## src/rtl/chunked_adder_pkg.sv

```systemverilog
// Shared types and helpers for the chunked serial adder.
package chunked_adder_pkg;

   typedef enum logic [1:0] {
      IDLE = 2'd0,
      RUN  = 2'd1,
      DONE = 2'd2
   } state_t;

   localparam int unsigned SAT_MAXW = 64;

   // Signed saturation constant for a w-bit result: 100..0 when neg, else 011..1.
   function automatic logic [SAT_MAXW-1:0] sat_const(input int unsigned w, input logic neg);
      logic [SAT_MAXW-1:0] msb;
      msb = SAT_MAXW'(1) << (w - 1);
      return neg ? msb : (msb - SAT_MAXW'(1));
   endfunction

endpackage

```

## src/rtl/chunk_adder.sv

```systemverilog
// Combinational CHUNK-bit ripple adder built from full_adder cells.
// Exposes the carry into the top bit so the caller can form signed overflow.
module chunk_adder #(
   parameter int unsigned CHUNK = 4
) (
   input  logic [CHUNK-1:0] x,
   input  logic [CHUNK-1:0] y,
   input  logic             ci,
   output logic [CHUNK-1:0] s,
   output logic             co,
   output logic             c_top
);

   logic [CHUNK:0] c;

   assign c[0] = ci;

   for (genvar i = 0; i < CHUNK; i++) begin : g_fa
      full_adder u_fa (
         .a  (x[i]),
         .b  (y[i]),
         .ci (c[i]),
         .s  (s[i]),
         .co (c[i+1])
      );
   end

   assign co    = c[CHUNK];
   assign c_top = c[CHUNK-1];

endmodule

```

## src/rtl/full_adder.sv

```systemverilog
// Single-bit full adder cell.
module full_adder (
   input  logic a,
   input  logic b,
   input  logic ci,
   output logic s,
   output logic co
);

   assign s  = a ^ b ^ ci;
   assign co = (a & b) | (ci & (a ^ b));

endmodule

```

## src/rtl/chunked_serial_adder.sv

```systemverilog
// Multi-cycle WIDTH-bit adder/subtractor, one CHUNK-bit slice per clock, LSB slice first.
// Optional signed saturation of the result: define CHUNKED_SERIAL_ADDER_SAT_EN.
module chunked_serial_adder
   import chunked_adder_pkg::*;
#(
   parameter int unsigned WIDTH = 16,
   parameter int unsigned CHUNK = 4
) (
   input  logic             clk,
   input  logic             rst_n,
   input  logic             in_valid,
   output logic             in_ready,
   input  logic [WIDTH-1:0] a,
   input  logic [WIDTH-1:0] b,
   input  logic             cin,
   input  logic             sub,
   output logic             out_valid,
   input  logic             out_ready,
   output logic [WIDTH-1:0] sum,
   output logic             cout,
   output logic             ovf
);

   localparam int unsigned NCHUNK = WIDTH / CHUNK;
   localparam int unsigned IW     = (NCHUNK > 1) ? $clog2(NCHUNK) : 1;

   if ((WIDTH < 2) || (CHUNK == 0) || ((WIDTH % CHUNK) != 0)) begin : g_bad_param
      $error("chunked_serial_adder: WIDTH must be >= 2 and a multiple of CHUNK");
   end

   state_t           state;
   logic [WIDTH-1:0] op_a;
   logic [WIDTH-1:0] op_b;
   logic             carry;
   logic [IW-1:0]    idx;

   logic [CHUNK-1:0] slice_s;
   logic             slice_co;
   logic             slice_ctop;
   logic             last_slice;

   // Operands shift right each cycle so the active slice is always the low CHUNK bits.
   chunk_adder #(.CHUNK(CHUNK)) u_chunk (
      .x     (op_a[CHUNK-1:0]),
      .y     (op_b[CHUNK-1:0]),
      .ci    (carry),
      .s     (slice_s),
      .co    (slice_co),
      .c_top (slice_ctop)
   );

   assign last_slice = (idx == IW'(NCHUNK - 1));

   always_ff @(posedge clk) begin
      if (!rst_n) begin
         state     <= IDLE;
         in_ready  <= 1'b1;
         out_valid <= 1'b0;
         sum       <= '0;
         cout      <= 1'b0;
         ovf       <= 1'b0;
         idx       <= '0;
         carry     <= 1'b0;
         op_a      <= '0;
         op_b      <= '0;
      end else begin
         case (state)
            IDLE: begin
               if (in_valid) begin
                  op_a     <= a;
                  op_b     <= sub ? ~b : b;
                  carry    <= sub ? 1'b1 : cin;
                  idx      <= '0;
                  sum      <= '0;
                  in_ready <= 1'b0;
                  state    <= RUN;
               end
            end

            RUN: begin
               sum[int'(idx)*CHUNK +: CHUNK] <= slice_s;
               carry <= slice_co;
               op_a  <= op_a >> CHUNK;
               op_b  <= op_b >> CHUNK;
               idx   <= idx + IW'(1);
               if (last_slice) begin
                  cout      <= slice_co;
                  ovf       <= slice_ctop ^ slice_co;
                  out_valid <= 1'b1;
                  state     <= DONE;
`ifdef CHUNKED_SERIAL_ADDER_SAT_EN
                  // On overflow both operand signs agree; op_a's top bit gives the direction.
                  if (slice_ctop ^ slice_co) begin
                     sum <= WIDTH'(sat_const(WIDTH, op_a[CHUNK-1]));
                  end
`endif
               end
            end

            DONE: begin
               if (out_ready) begin
                  out_valid <= 1'b0;
                  in_ready  <= 1'b1;
                  state     <= IDLE;
               end
            end

            default: begin
               state     <= IDLE;
               in_ready  <= 1'b1;
               out_valid <= 1'b0;
            end
         endcase
      end
   end

endmodule

```

## config.mk

```make
export PLATFORM = sky130hd
export DESIGN_NAME = chunked_serial_adder
export DESIGN_NICKNAME = d
export VERILOG_FILES = /design/src/rtl/chunked_adder_pkg.sv /design/src/rtl/chunk_adder.sv /design/src/rtl/full_adder.sv /design/src/rtl/chunked_serial_adder.sv
export SDC_FILE = /design/constraint.sdc
export NUM_CORES = 1
export LEC_CHECK = 0
export BUFFER_PORTS_ARGS = -buffer_cell sky130_fd_sc_hd__buf_4
export CAP_MARGIN = 20
export CELL_PAD_IN_SITES_DETAIL_PLACEMENT = 1
export CELL_PAD_IN_SITES_GLOBAL_PLACEMENT = 1
export CORE_MARGIN = 10
export CORE_UTILIZATION = 36
export CTS_CLUSTER_SIZE = 10
export DETAILED_ROUTE_END_ITERATION = 6
export MAX_ROUTING_LAYER = met4
export PLACE_DENSITY = 0.85
export SYNTH_ARGS = -nofsm -noshare
export SYNTH_HDL_FRONTEND = slang
export SYNTH_SLANG_ARGS = --single-unit
```

## constraint.sdc

```tcl
create_clock -name clk -period 2 [get_ports clk]
set_clock_uncertainty 0.1 [all_clocks]
set_input_delay 0.4 -clock clk [delete_from_list [all_inputs] [get_ports clk]]
set_output_delay 0.4 -clock clk [all_outputs]
set_load 0.005 [all_outputs]
```

==> summary.md, run 1 <==
Measured along the x axis, the die boundary spans 104 um. The tools report the worst-case setup margin in the final layout as -0.384 ns. STA classifies the critical path startpoint as a flop.

In the routed design, unresolved DRC markers number 0. The met3 demand-to-capacity share in global routing is 4.58%, and the data arrival at the endpoint of the critical path is 2.53 ns. The longest clock path from root to sink contains 2 buffers. The wire length of the first global-routing pass is 12,200 um. The via count of the first global-routing pass was 2,509.

The run gives 30 as the row count. The number of enable-type register cells in the synthesized netlist came out at 0. Busiest layer in global routing: met2. The share of synthesized cell area in and, or, nand and nor gates is 12.3%. The average footprint of a synthesized cell is 9.38 um2, and the count of clock tree sinks is 57. Dividing the detail-routed via count by the number of cells gives 5.31. The run gives 419 MHz as the timing-limited maximum frequency. The final routed wire length divided by cell count is 18.6 um, and the post-synthesis to final-layout area growth is 35.0%. Summed over its instances, the top area cell type makes up 45.4% of the synthesized netlist area. In this design, the largest share of critical-path delay is due to adder cells. The violation count after the first detailed-route iteration came out at 104.

The run finished, with violations left. The synthesized netlist devotes 5.92% of its cell area to XOR and XNOR gates. The first detailed-routing pass ran for 4 iterations.

The total global-route track usage came out at 14.1%. Yosys attributes the largest share of cell area to sky130_fd_sc_hd__dfxtp_1, sky130_fd_sc_hd__o22ai_1, sky130_fd_sc_hd__a221o_1. The number of buffers and inverters on the critical path is 2. For the count of max-cap constraint violations, the log shows 0. The run gives 0 as the final-report max-slew violation count. Path class of the lowest-slack min-delay path: in2reg. The routed design could run at a clock period as short as 2.38 ns. The synthesized netlist devotes 5.17% of its cell area to adder and majority cells. The post-DP HPWL is 5590 um, and the count of nets after finishing is 381.

The mux contribution to synthesized area came out at 0.796%. The post-synthesis instance total was 268. The tools report the worst voltage drop across the vdd grid as 0.000630 V.

The number of warnings reported in the yosys synthesis log is 0. Of all cell types, the one taking the most synthesized area is sky130_fd_sc_hd__dfxtp_1. For the data required time of the worst path, the log shows 2.14 ns. For this block, the via count after detailed routing is 2,313. In this run the tightest slew margin relative to its limit is 67.8%. The design draws 2.75 mW. The worst-skew pair later-pin latency is 0.34 ns. After synthesis the netlist holds a flip-flop and latch count of 57. The class of the most critical setup path was reg2reg. The core region is 0.00679 mm2. Counting the buffers created by CTS gives 9. By instance count, the cell type seen most on the critical path is sky130_fd_sc_hd__fa_2. The routability congestion estimate was 0.833; the areal power density over the cells was 811 mW/mm2. The total of endpoints with negative setup slack in the final report is 11. The cell area after synthesis is 0.00251 mm2, and the die footprint is 0.0107 mm2. The pin count of the biggest net entering global routing was 26.

Number of levels the H-tree was split into: 3. For the count of endpoints failing hold in the final timing report, the log shows 0. Fraction of layout instances using a drive strength above 1: 33.8%. Of all flip-flops after synthesis, the portion carrying an async set or reset was 0%. 58 I/O pins were placed. The leakage power is 1.36 nW. Count of antenna diodes in the layout: 0. The count of input and output buffers is 57, and the sequential fraction of the synthesis area is 45.4%. Main combinational cell family by area after synthesis: compound AO/OA/AOI/OAI gates. Dividing the final minimum period by the clock period gives 119%. At the pin with the least slew margin, the transition time is 0.478 ns. Clock tree synthesis selected as its root buffer the cell sky130_fd_sc_hd__clkbuf_8. The routed design has 8100 um of wire. The vertical die dimension is 104 um, and the net count of the mapped netlist is 314.

The leading register cell type out of synthesis was sky130_fd_sc_hd__dfxtp_1. Global routing finished with a remaining overflow of 0. The detail route stage leaves a number of antenna-violating nets equal to 0. In this run, distinct cell masters in the synthesized netlist total 38.

The slowest library cell on the worst path was sky130_fd_sc_hd__fa_2. For met2 alone, demand over resource in global routing was 23.3%. Along the worst path, the maximum fanout reaches 3. The checks that failed: negative setup slack.

The largest single stage delay on the critical path is 0.42 ns. The initial antenna violation count was 0. TritonCTS built the clock tree. Effective utilization at floorplan: 37.0%. Setup repair after global routing could not meet its margin everywhere. The worst setup path is captured at a flop. The met1 demand-to-capacity share in global routing was 15.3%; the post-synthesis compound-gate area fraction was 23.0%.

After clock tree synthesis, the clock-pin slew on the worst setup and hold paths is 0.07 ns. After routing, the total negative slack on setup checks comes to -2.89 ns. The critical path goes through inv_2 -> fa_2 -> fa_2 -> inv_2 -> fa_2 -> fa_2 -> xnor2_2 -> a311oi_2.
## cell usage in the layout, fill, tap and decap left out, drive strengths merged, types with 3 or more instances in the layout
cell	synthesis	final
a21oi	7	7
a221o	12	12
a221oi	12	12
a22oi	10	10
buf	13	75
clkbuf	6	11
clkinv	1	3
dfxtp	57	57
fa	4	4
ha	4	4
inv	20	20
nand2	20	20
nand2b	3	3
nor2	29	29
o21ai	4	4
o22ai	26	26
xnor2	13	13
xor2	4	4
## state kept, by name (all words and copies together), names as in the netlist
signal     count
carry          1
cout           1
idx            2
in_ready       1
op_a          16
op_b          16
out_valid      1
ovf            1
state          2
sum           16
## logic make-up (layout without fill, tap and decap cells)
group | count (synthesis) | in the layout
buffers and inverters | 40 | 112
adders and majority gates | 8 | 8
muxes | 2 | 2
AOI/OAI and AO/OA | 77 | 77
xor gates and xnor gates | 17 | 17
DFF | 57 | 57
and+or+nand+nor | 67 | 67
## cell usage after synthesis, drive strengths merged, types with 4 or more instances
cell	count
a221o	12
nand2	20
a22oi	10
xnor2	13
dfxtp	57
nor2	29
o21ai	4
ha	4
o22ai	26
a221oi	12
xor2	4
buf	13
fa	4
clkbuf	6
a21oi	7
inv	20
## worst paths after layout
kind              startpoint  endpoint  slack [ns]  depth (start not counted)
setup / recovery       carry       ovf       -0.38                          8
hold / removal         a[13]  op_a[13]        0.19                          3
setup reg to reg       carry       ovf       -0.38                          8
hold reg to reg      sum[12]   sum[12]        0.37                          2
## routing by layer
layer  wire length [um]  vias up
li1                   -     1100
met1               3320     1124
met2               4220       69
met3                333       20
met4                226        0
met5                  0        -
## timing repair
item | in CTS | in global routing
gates resized for setup | 8 | 13
hold buffers | 0 | 0
buffers inserted | 3 | 0
pin swaps | 10 | 6
setup endpoints to repair | 11 | 11
## metrics by stage
step / cells / hold WS [ns] / area, um2 / util, % / setup WS (ns)
3_5_place_dp: 417 / 0.364 / 3080 / 45.3 / -0.367
5_1_grt: 436 / 0.213 / 3400 / 50.0 / -0.429
3_3_place_gp: 417 / 0.355 / 3080 / 45.3 / -0.183
6_report: 436 / 0.193 / 3400 / 50.0 / -0.384
2_1_floorplan: 268 / 0.347 / 2530 / - / -0.152
4_1_cts: 436 / 0.193 / 3320 / 48.9 / -0.283
## cell type report
cell class / count / area, um2
Multi-Input combinational cell: 171 / 1290
Tap cell: 96 / 120
Inverter: 21 / 78.8
Clock inverter: 5 / 55.1
Clock buffer: 11 / 141
Sequential cell: 57 / 1140
Fill cell: 768 / 3400
Timing Repair Buffer: 75 / 567
## tightest hold or removal path, stage by stage
cell and delay (ns):
sky130_fd_sc_hd__buf_4 0.08, sky130_fd_sc_hd__a22oi_1 0.05, sky130_fd_sc_hd__nor2_1 0.07
## where the power goes
| part | switching, mW | internal, mW |
|---|---|---|
| Sequential | 0.0438 | 1.20 |
| Combinational | 0.230 | 0.212 |
| Clock | 0.466 | 0.604 |
| Total | 0.740 | 2.01 |
Power figures use the tool's default switching activity.
==> inputs of run 2 (changes only) <==
--- a/config.mk
+++ b/config.mk
@@ -5,16 +5,16 @@
 export SDC_FILE = /design/constraint.sdc
 export NUM_CORES = 1
 export LEC_CHECK = 0
-export BUFFER_PORTS_ARGS = -buffer_cell sky130_fd_sc_hd__buf_4
-export CAP_MARGIN = 20
+export CAP_MARGIN = 0
 export CELL_PAD_IN_SITES_DETAIL_PLACEMENT = 1
 export CELL_PAD_IN_SITES_GLOBAL_PLACEMENT = 1
 export CORE_MARGIN = 10
-export CORE_UTILIZATION = 36
+export CORE_UTILIZATION = 40
 export CTS_CLUSTER_SIZE = 10
 export DETAILED_ROUTE_END_ITERATION = 6
+export DONT_BUFFER_PORTS = 1
 export MAX_ROUTING_LAYER = met4
-export PLACE_DENSITY = 0.85
+export PLACE_DENSITY = 0.81
 export SYNTH_ARGS = -nofsm -noshare
 export SYNTH_HDL_FRONTEND = slang
 export SYNTH_SLANG_ARGS = --single-unit
==> run 2 against run 1 <==
Effect of this change:
- via count decreased by 12%
- non-clock buffer count decreased by 59
- largest power group unchanged
- global-route usage grew 0.38 points
- sequential power about the same
- power shrank 6.9%
- the run still ends with negative setup slack left
- combinational power fell by 29%
- register-to-register slack improved by 0.08 ns
- worst setup slack improved by 0.083 ns
- hold slack got worse by 0.15 ns
- clock power shrank 6%
==> summary.md, run 2 (synthesized netlist as in run 1, its figures left out) <==
The run finished, with violations left. The checks that failed: negative setup slack. The count of endpoints failing hold in the final timing report was 0 (unchanged); the vertical die dimension was 99.3 um (-4.1%). For the initial antenna violation count, the log shows 0 (unchanged).

By startpoint and endpoint, the worst setup path is classified as reg2reg. The worst voltage drop across the vdd grid came out at 0.000550 V (-13%). Reg-to-reg endpoint: ovf. The run gives 4980 um (-11%) as the post-DP HPWL.

The sum of negative setup slack was -1.86 ns (+1.03 ns); the count of max-cap constraint violations was 0 (unchanged). The cell internal power dissipation is 1.91 mW (-5.2%), and the portion of total power attributed to sequential cells is 48.3% (+3.2 points). The depth of the most critical reg-to-reg path works out to 8 (unchanged). STA classifies the critical path endpoint as a flop. The run gives 0.00285 mm2 (-16%) as the area of all placed cells without fillers. The total iterations of the first detailed-routing run is 4 (unchanged). The tools report the launch instance of the worst register-to-register path as op_a[0]. DRC violations left: 0 (unchanged). Data arrival at the endpoint of the critical path: 2.44 ns (-0.09 ns). The logs give 28 (-6.7%) for the row count and 12.3% (-3.7 points) for the combinational share of power. The tools report the filler-free cell count of the finished design as 355 (-19%). The final critical path time including I/O delays and setup was 2.30 ns (-0.0829 ns). The wire length of the first global-routing pass is 11,200 um (-8.7%), and the data required time of the worst path is 2.14 ns (about the same).

Area inside the core boundary: 0.00603 mm2 (-11%). The tools report the number of placed cells counting well taps as 338 (-19%). The run gives 0.0468 ns (-0.146 ns) as the worst hold margin. Via count of the first global-routing pass: 2,138 (-15%).

Path class of the lowest-slack min-delay path: in2reg. Leaving out fill and tap cells, the most frequent cell in the layout is sky130_fd_sc_hd__dfxtp_1. The count of antenna diodes in the layout was 0 (unchanged); the worst-case setup margin in the final layout was -0.301 ns (+0.0829 ns).

Leaving out fill and tap cells, the most frequent cells in the layout are sky130_fd_sc_hd__dfxtp_1, sky130_fd_sc_hd__nor2_1, sky130_fd_sc_hd__o22ai_1, sky130_fd_sc_hd__nand2_1, sky130_fd_sc_hd__inv_1. The run gives 0.00262 mm2 (-15%) as the post-detailed-placement cell area. The worst setup path is launched from a flop. Count of clock tree sinks: 57 (unchanged).

The worst slack at placement is -0.256 ns (+0.111 ns), and the violation count after the first detailed-route iteration is 100 (-3.8%). Share of the clock period used by the worst path after layout: 115% (-4.1 points). The critical path goes through inv_1 -> fa_2 -> fa_2 -> inv_2 -> fa_2 -> fa_2 -> xnor2_1 -> a311oi_1. The run gives 2,043 (-12%) as the routed via count. The count of nets after finishing was 322 (-15%); the detailed-route vias per instance was 5.75 (+8.5%). Leakage power: 1.04 nW (-23%).

The routability congestion estimate was 0.760 (-8.7%). The count of input and output buffers works out to 0 (-100%). The fraction of layout instances using a drive strength above 1 was 15.7% (-18 points); the number of top-level design ports was 58 (unchanged).

The delay of the slowest cell on the worst path works out to 0.41 ns (about the same). The total routed wirelength is 7060 um (-13%), and the final antenna-violating net count is 0 (unchanged). The highest net fanout along the worst path works out to 3 (unchanged). The number of levels the H-tree was split into is 3 (unchanged), and the final-report max-slew violation count is 0 (unchanged). The clock-pin transition on the worst setup and hold timing paths works out to 0.07 ns (about the same). For hold timing, the worst endpoint is in_ready. Slowest library cell on the worst path: sky130_fd_sc_hd__fa_2. Remaining max-slew budget at the tightest pin: 67.1% (-0.77 points). The post-synthesis to final-layout area growth was 13.3%; the switching power was 0.654 mW (-12%). The die extent in x is 99.3 um (-4.1%), and the CTS buffer count is 9 (unchanged).

In this run the clock root is driven by a sky130_fd_sc_hd__clkbuf_8. The logs give 47.3% (-2.7 points) for the final core utilization and 0.34 ns (about the same) for the worst-skew pair later-pin latency. The tools report the timing-limited maximum frequency as 435 MHz (+3.6%).

The clock tree buffer depth was 2 (unchanged); the worst setup slack for register-to-register paths was -0.30 ns (+0.08 ns). Setup repair after global routing could not meet its margin everywhere. The total global-route track usage was 14.5% (+0.38 points); the switching power as a share of total power was 25.5% (-1.3 points).

The instance count along the most critical hold path works out to 1 (-2). The run gives 0.00986 mm2 (-8.1%) as the die footprint. The cell type with the highest occurrence count on the critical path is sky130_fd_sc_hd__fa_2. The effective utilization at floorplan was 41.7% (+4.7 points).

The logs give 26 (unchanged) for the pin count of the biggest net entering global routing and 0 (unchanged) for the total congestion overflow. Areal power density over the cells: 900 mW/mm2 (+11%). For the portion of total power attributed to the clock network, the log shows 39.4% (+0.5 points). The post-layout total power was 2.56 mW (-6.9%); the total of endpoints with negative setup slack in the final report was 11 (unchanged). TritonCTS built the clock tree. The startpoint of the most critical hold path is rst_n. The slew at the pin with the worst max-slew slack is 0.494 ns (+0.0159 ns). The final routed wire length divided by cell count was 19.9 um (+7.1%).

The largest registers in the layout are op_a: 16 flops, op_b: 16 flops, sum: 16 flops.
-- run 2: cell types whose count changed in the layout (fill, tap and decap cells not counted), sizes merged --
cell,change
clkinvlp,-1
clkbuf,+1
buf,-59
clkinv,-1
-- run 2: worst max path at each step --
stage	startpoint	endpoint	slack, ns	cells past startpoint
2_1_floorplan	op_b[0]	sum[15]	-0.15	8
3_3_place_gp	op_b[0]	sum[15]	-0.19	8
3_5_place_dp	op_a[0]	ovf	-0.26	8
4_1_cts	op_b[0]	sum[15]	-0.26	8
5_1_grt	op_a[0]	ovf	-0.40	8
6_report	op_a[0]	ovf	-0.30	8
-- run 2: cell type report --
type | count | area, um2
clock buffer | 12 | 135
clock inverter | 3 | 42.5
fill | 714 | 3180
inverter | 21 | 78.8
multi-input combinational | 171 | 1230
sequential | 57 | 1140
tap | 75 | 93.8
timing repair buffer | 16 | 124
-- run 2: worst max-delay path, delay by kind of cell, from the launching register on --
| family | cells | cell delay [ns] |
|---|---|---|
| buffers and inverters | 2 | 0.14 |
| AO/OA/AOI/OAI | 1 | 0.31 |
| XOR/XNOR | 1 | 0.17 |
| adder cells (fa/ha/maj) | 4 | 1.19 |
| flip-flops | 1 | 0.29 |
-- run 2: power by group through the flow --
stage          Clock, mW  Sequential (mW)  Combinational, mW
4_1_cts             1.03             1.24              0.307
3_3_place_gp           0             1.26              0.288
2_1_floorplan          0             1.25              0.240
6_report            1.01             1.24              0.315
5_1_grt             1.07             1.24              0.356
3_5_place_dp           0             1.26              0.300
-- run 2: what timing repair did --
action                     4_1_cts  5_1_grt
setup buffers                    1        1
resized for setup                3        7
hold buffers                     0        0
setup endpoints to repair       11       11
pin swaps                        2        5
gates cloned                     0        0
-- run 2: per-layer routing --
| layer | global-route usage [%] | vias up | share of wire [%] |
|---|---|---|---|
| li1 | - | 979 | - |
| met1 | 15.7 | 995 | 42 |
| met2 | 22.3 | 56 | 48 |
| met3 | 6.85 | 13 | 8.0 |
| met4 | 6.28 | 0 | 1.8 |
| met5 | - | - | 0 |
==> inputs of run 3 (changes only) <==
--- a/config.mk
+++ b/config.mk
@@ -9,12 +9,12 @@
 export CELL_PAD_IN_SITES_DETAIL_PLACEMENT = 1
 export CELL_PAD_IN_SITES_GLOBAL_PLACEMENT = 1
 export CORE_MARGIN = 10
-export CORE_UTILIZATION = 40
+export CORE_UTILIZATION = 42
 export CTS_CLUSTER_SIZE = 10
 export DETAILED_ROUTE_END_ITERATION = 6
 export DONT_BUFFER_PORTS = 1
 export MAX_ROUTING_LAYER = met4
-export PLACE_DENSITY = 0.81
+export PLACE_DENSITY = 0.84
 export SYNTH_ARGS = -nofsm -noshare
 export SYNTH_HDL_FRONTEND = slang
 export SYNTH_SLANG_ARGS = --single-unit
==> run 3 against run 2 <==
Effect of this change:
- sequential cell count unchanged
- power is 2.3% higher
- core utilization is 1.8 points higher
- final cell count is the same
- sequential share of layout area is 0.33 points lower
- clock power rose by 4%
- highest routed layer unchanged
- hold slack better by 0.016 ns
- non-clock buffer count shrank 1
- the run still ends with negative setup slack left
- die area is 3.8% lower
- design area is 0.83% higher
- maximum frequency grew 2.3%
- register-to-register slack improved by 0.05 ns
==> summary.md, run 3 (synthesized netlist as in run 1, its figures left out) <==
The run finished, with violations left. The checks that failed: negative setup slack. The tools report the total routed wirelength as 7150 um (+1.3%). The largest registers in the layout are op_a: 16 flops, op_b: 16 flops, sum: 16 flops. The leakage power came out at 1.06 nW (+1.4%). For the total of endpoints with negative setup slack in the final report, the log shows 11 (unchanged). The run gives 0 (unchanged) as the total congestion overflow. The slew at the pin with the worst max-slew slack works out to 0.567 ns (+0.0726 ns). The worst slack at placement is -0.274 ns (-0.0180 ns), and the die footprint is 0.00948 mm2 (-3.8%).

The startpoint identified for the worst register-to-register timing path is op_b[0]. The run gives 2.35 ns (-0.09 ns) as the data arrival at the endpoint of the critical path. Leaving out fill and tap cells, the most frequent cell in the layout is sky130_fd_sc_hd__dfxtp_1.

The tools report the count of antenna diodes in the layout as 0 (unchanged). The post-DP HPWL was 5040 um (+1.1%); the number of levels the H-tree was split into was 3 (unchanged). For the total iterations of the first detailed-routing run, the log shows 4 (unchanged).

The area growth from synthesis to layout is 14.2%. The timing-limited maximum frequency is 445 MHz (+2.3%). The final-report max-slew violation count is 0 (unchanged), and the effective utilization at floorplan is 43.0% (+1.2 points). For the CTS buffer count, the log shows 9 (unchanged). The worst-case setup margin in the final layout is -0.249 ns (+0.0527 ns), and the count of nets after finishing is 321 (-0.31%). The worst voltage drop across the vdd grid came out at 0.000403 V (-27%).

The count of max-cap constraint violations was 0 (unchanged); the post-layout total power was 2.62 mW (+2.3%). Number of placed cells counting well taps: 336 (-0.59%). The library cells used most frequently in the layout, excluding fill and tap cells, are sky130_fd_sc_hd__dfxtp_1, sky130_fd_sc_hd__nor2_1, sky130_fd_sc_hd__o22ai_1, sky130_fd_sc_hd__nand2_1, sky130_fd_sc_hd__inv_1. Path class of the lowest-slack min-delay path: in2reg. The tools report the worst setup path endpoint as sum[15].

The final core utilization was 49.1% (+1.8 points). The detailed-route vias per instance came out at 5.84 (+1.4%). TritonCTS built the clock tree. The area of all placed cells without fillers was 0.00287 mm2 (+0.83%). The count of input and output buffers is 0 (unchanged), and the highest net fanout along the worst path is 4 (+1).

The violation count after the first detailed-route iteration was 100 (unchanged). The number of top-level design ports was 58 (unchanged). Wire length of the first global-routing pass: 11,600 um (+4.3%). The initial antenna violation count was 0 (unchanged); the worst hold margin was 0.0628 ns (+0.0160 ns). Setup repair after global routing could not meet its margin everywhere. The sum of negative setup slack is -1.48 ns (+0.375 ns), and the worst setup slack for register-to-register paths is -0.25 ns (+0.05 ns). The data required time of the worst path was 2.10 ns (-0.04 ns). The count of endpoints failing hold in the final timing report is 0 (unchanged), and the filler-free cell count of the finished design is 355 (unchanged). The logs give 15.4% (+0.88 points) for the total global-route track usage and 0.00260 mm2 (-0.57%) for the post-detailed-placement cell area. The pin count of the biggest net entering global routing came out at 26 (unchanged). STA classifies the critical path startpoint as a flop.

The DRC violations left came out at 0 (unchanged). The worst register-to-register path ends at sum[15]. Remaining max-slew budget at the tightest pin: 62.0% (-5.1 points). The tools report the category of the worst setup path capture point as a flop. The fraction of layout instances using a drive strength above 1 is 17.5% (+1.8 points), and the clock tree buffer depth is 2 (unchanged). The run gives 0.801 (+5.3%) as the routability congestion estimate.

The areal power density over the cells was 913 mW/mm2 (+1.5%). Tracing the worst setup path back leads to its startpoint at op_b[0]. The die extent in x is 97.4 um (-1.9%), and the routed via count is 2,072 (+1.4%). The final antenna-violating net count came out at 0 (unchanged). The share of the clock period used by the worst path after layout was 112% (-2.6 points).

The row count was 28 (unchanged); the vertical die dimension was 97.4 um (-1.9%). The number of hold-repair buffers added at the cts stage was 0 (unchanged); the clock-pin transition on the worst setup and hold timing paths was 0.06 ns (about the same). The depth of the most critical reg-to-reg path was 8 (unchanged). The tools report the via count of the first global-routing pass as 2,248 (+5.1%). The worst-skew pair later-pin latency is 0.34 ns (about the same). The final routed wire length divided by cell count was 20.1 um (+1.3%).

The count of clock tree sinks came out at 57 (unchanged). The class of the most critical setup path is reg2reg. For the area inside the core boundary, the log shows 0.00585 mm2 (-2.9%). The final critical path time including I/O delays and setup works out to 2.25 ns (-0.0527 ns). The tools report the buffer cell driving the clock tree root as sky130_fd_sc_hd__clkbuf_8.
run 3: repair_timing:
action | CTS | global route
pin swaps | 4 | 6
setup endpoints to repair | 11 | 11
setup buffers | 2 | 2
resized for setup | 4 | 10
run 3: worst min path at each step:
stage | start | to | slack [ns] | cells past startpoint
after floorplan | op_a[4] | op_a[4] | 0.35 | 2
after global placement | op_a[9] | op_a[9] | 0.36 | 2
after detailed placement | op_a[5] | op_a[5] | 0.36 | 2
after CTS | rst_n | in_ready | 0.04 | 1
after global routing | rst_n | in_ready | 0.06 | 1
final | rst_n | in_ready | 0.06 | 1
run 3: cell type report:
cell class,instances,area (um2)
repair buffers,15,113
inverters,21,78.8
fillers,647,2980
well taps,75,93.8
multi-input cells,171,1260
clock buffers,13,149
clock inverters,3,40.0
flip-flops and latches,57,1140
run 3: report_power, final:
group	leakage, nW	switching [mW]	total [mW]	internal [mW]
registers	0.467	0.0446	1.24	1.20
logic	0.494	0.176	0.327	0.151
clock network	0.0974	0.447	1.05	0.607
run 3: per-layer routing:
metal	global-route usage, %	wire length (um)	up-vias	part of all wire, %
li1	-	-	978	-
met1	16.8	2900	1017	41
met2	23.6	3530	62	49
met3	6.40	580	15	8.1
met4	7.83	140	0	2.0
met5	-	0	-	0
run 3: worst max-delay path, cell delays in order, from the launching register on:
cell                      delay [ns]
sky130_fd_sc_hd__dfxtp_2        0.33
sky130_fd_sc_hd__inv_2          0.04
sky130_fd_sc_hd__fa_2           0.39
sky130_fd_sc_hd__fa_2           0.35
sky130_fd_sc_hd__inv_2          0.06
sky130_fd_sc_hd__fa_2           0.20
sky130_fd_sc_hd__fa_2           0.47
sky130_fd_sc_hd__nand2_4        0.11
sky130_fd_sc_hd__o22ai_1        0.07
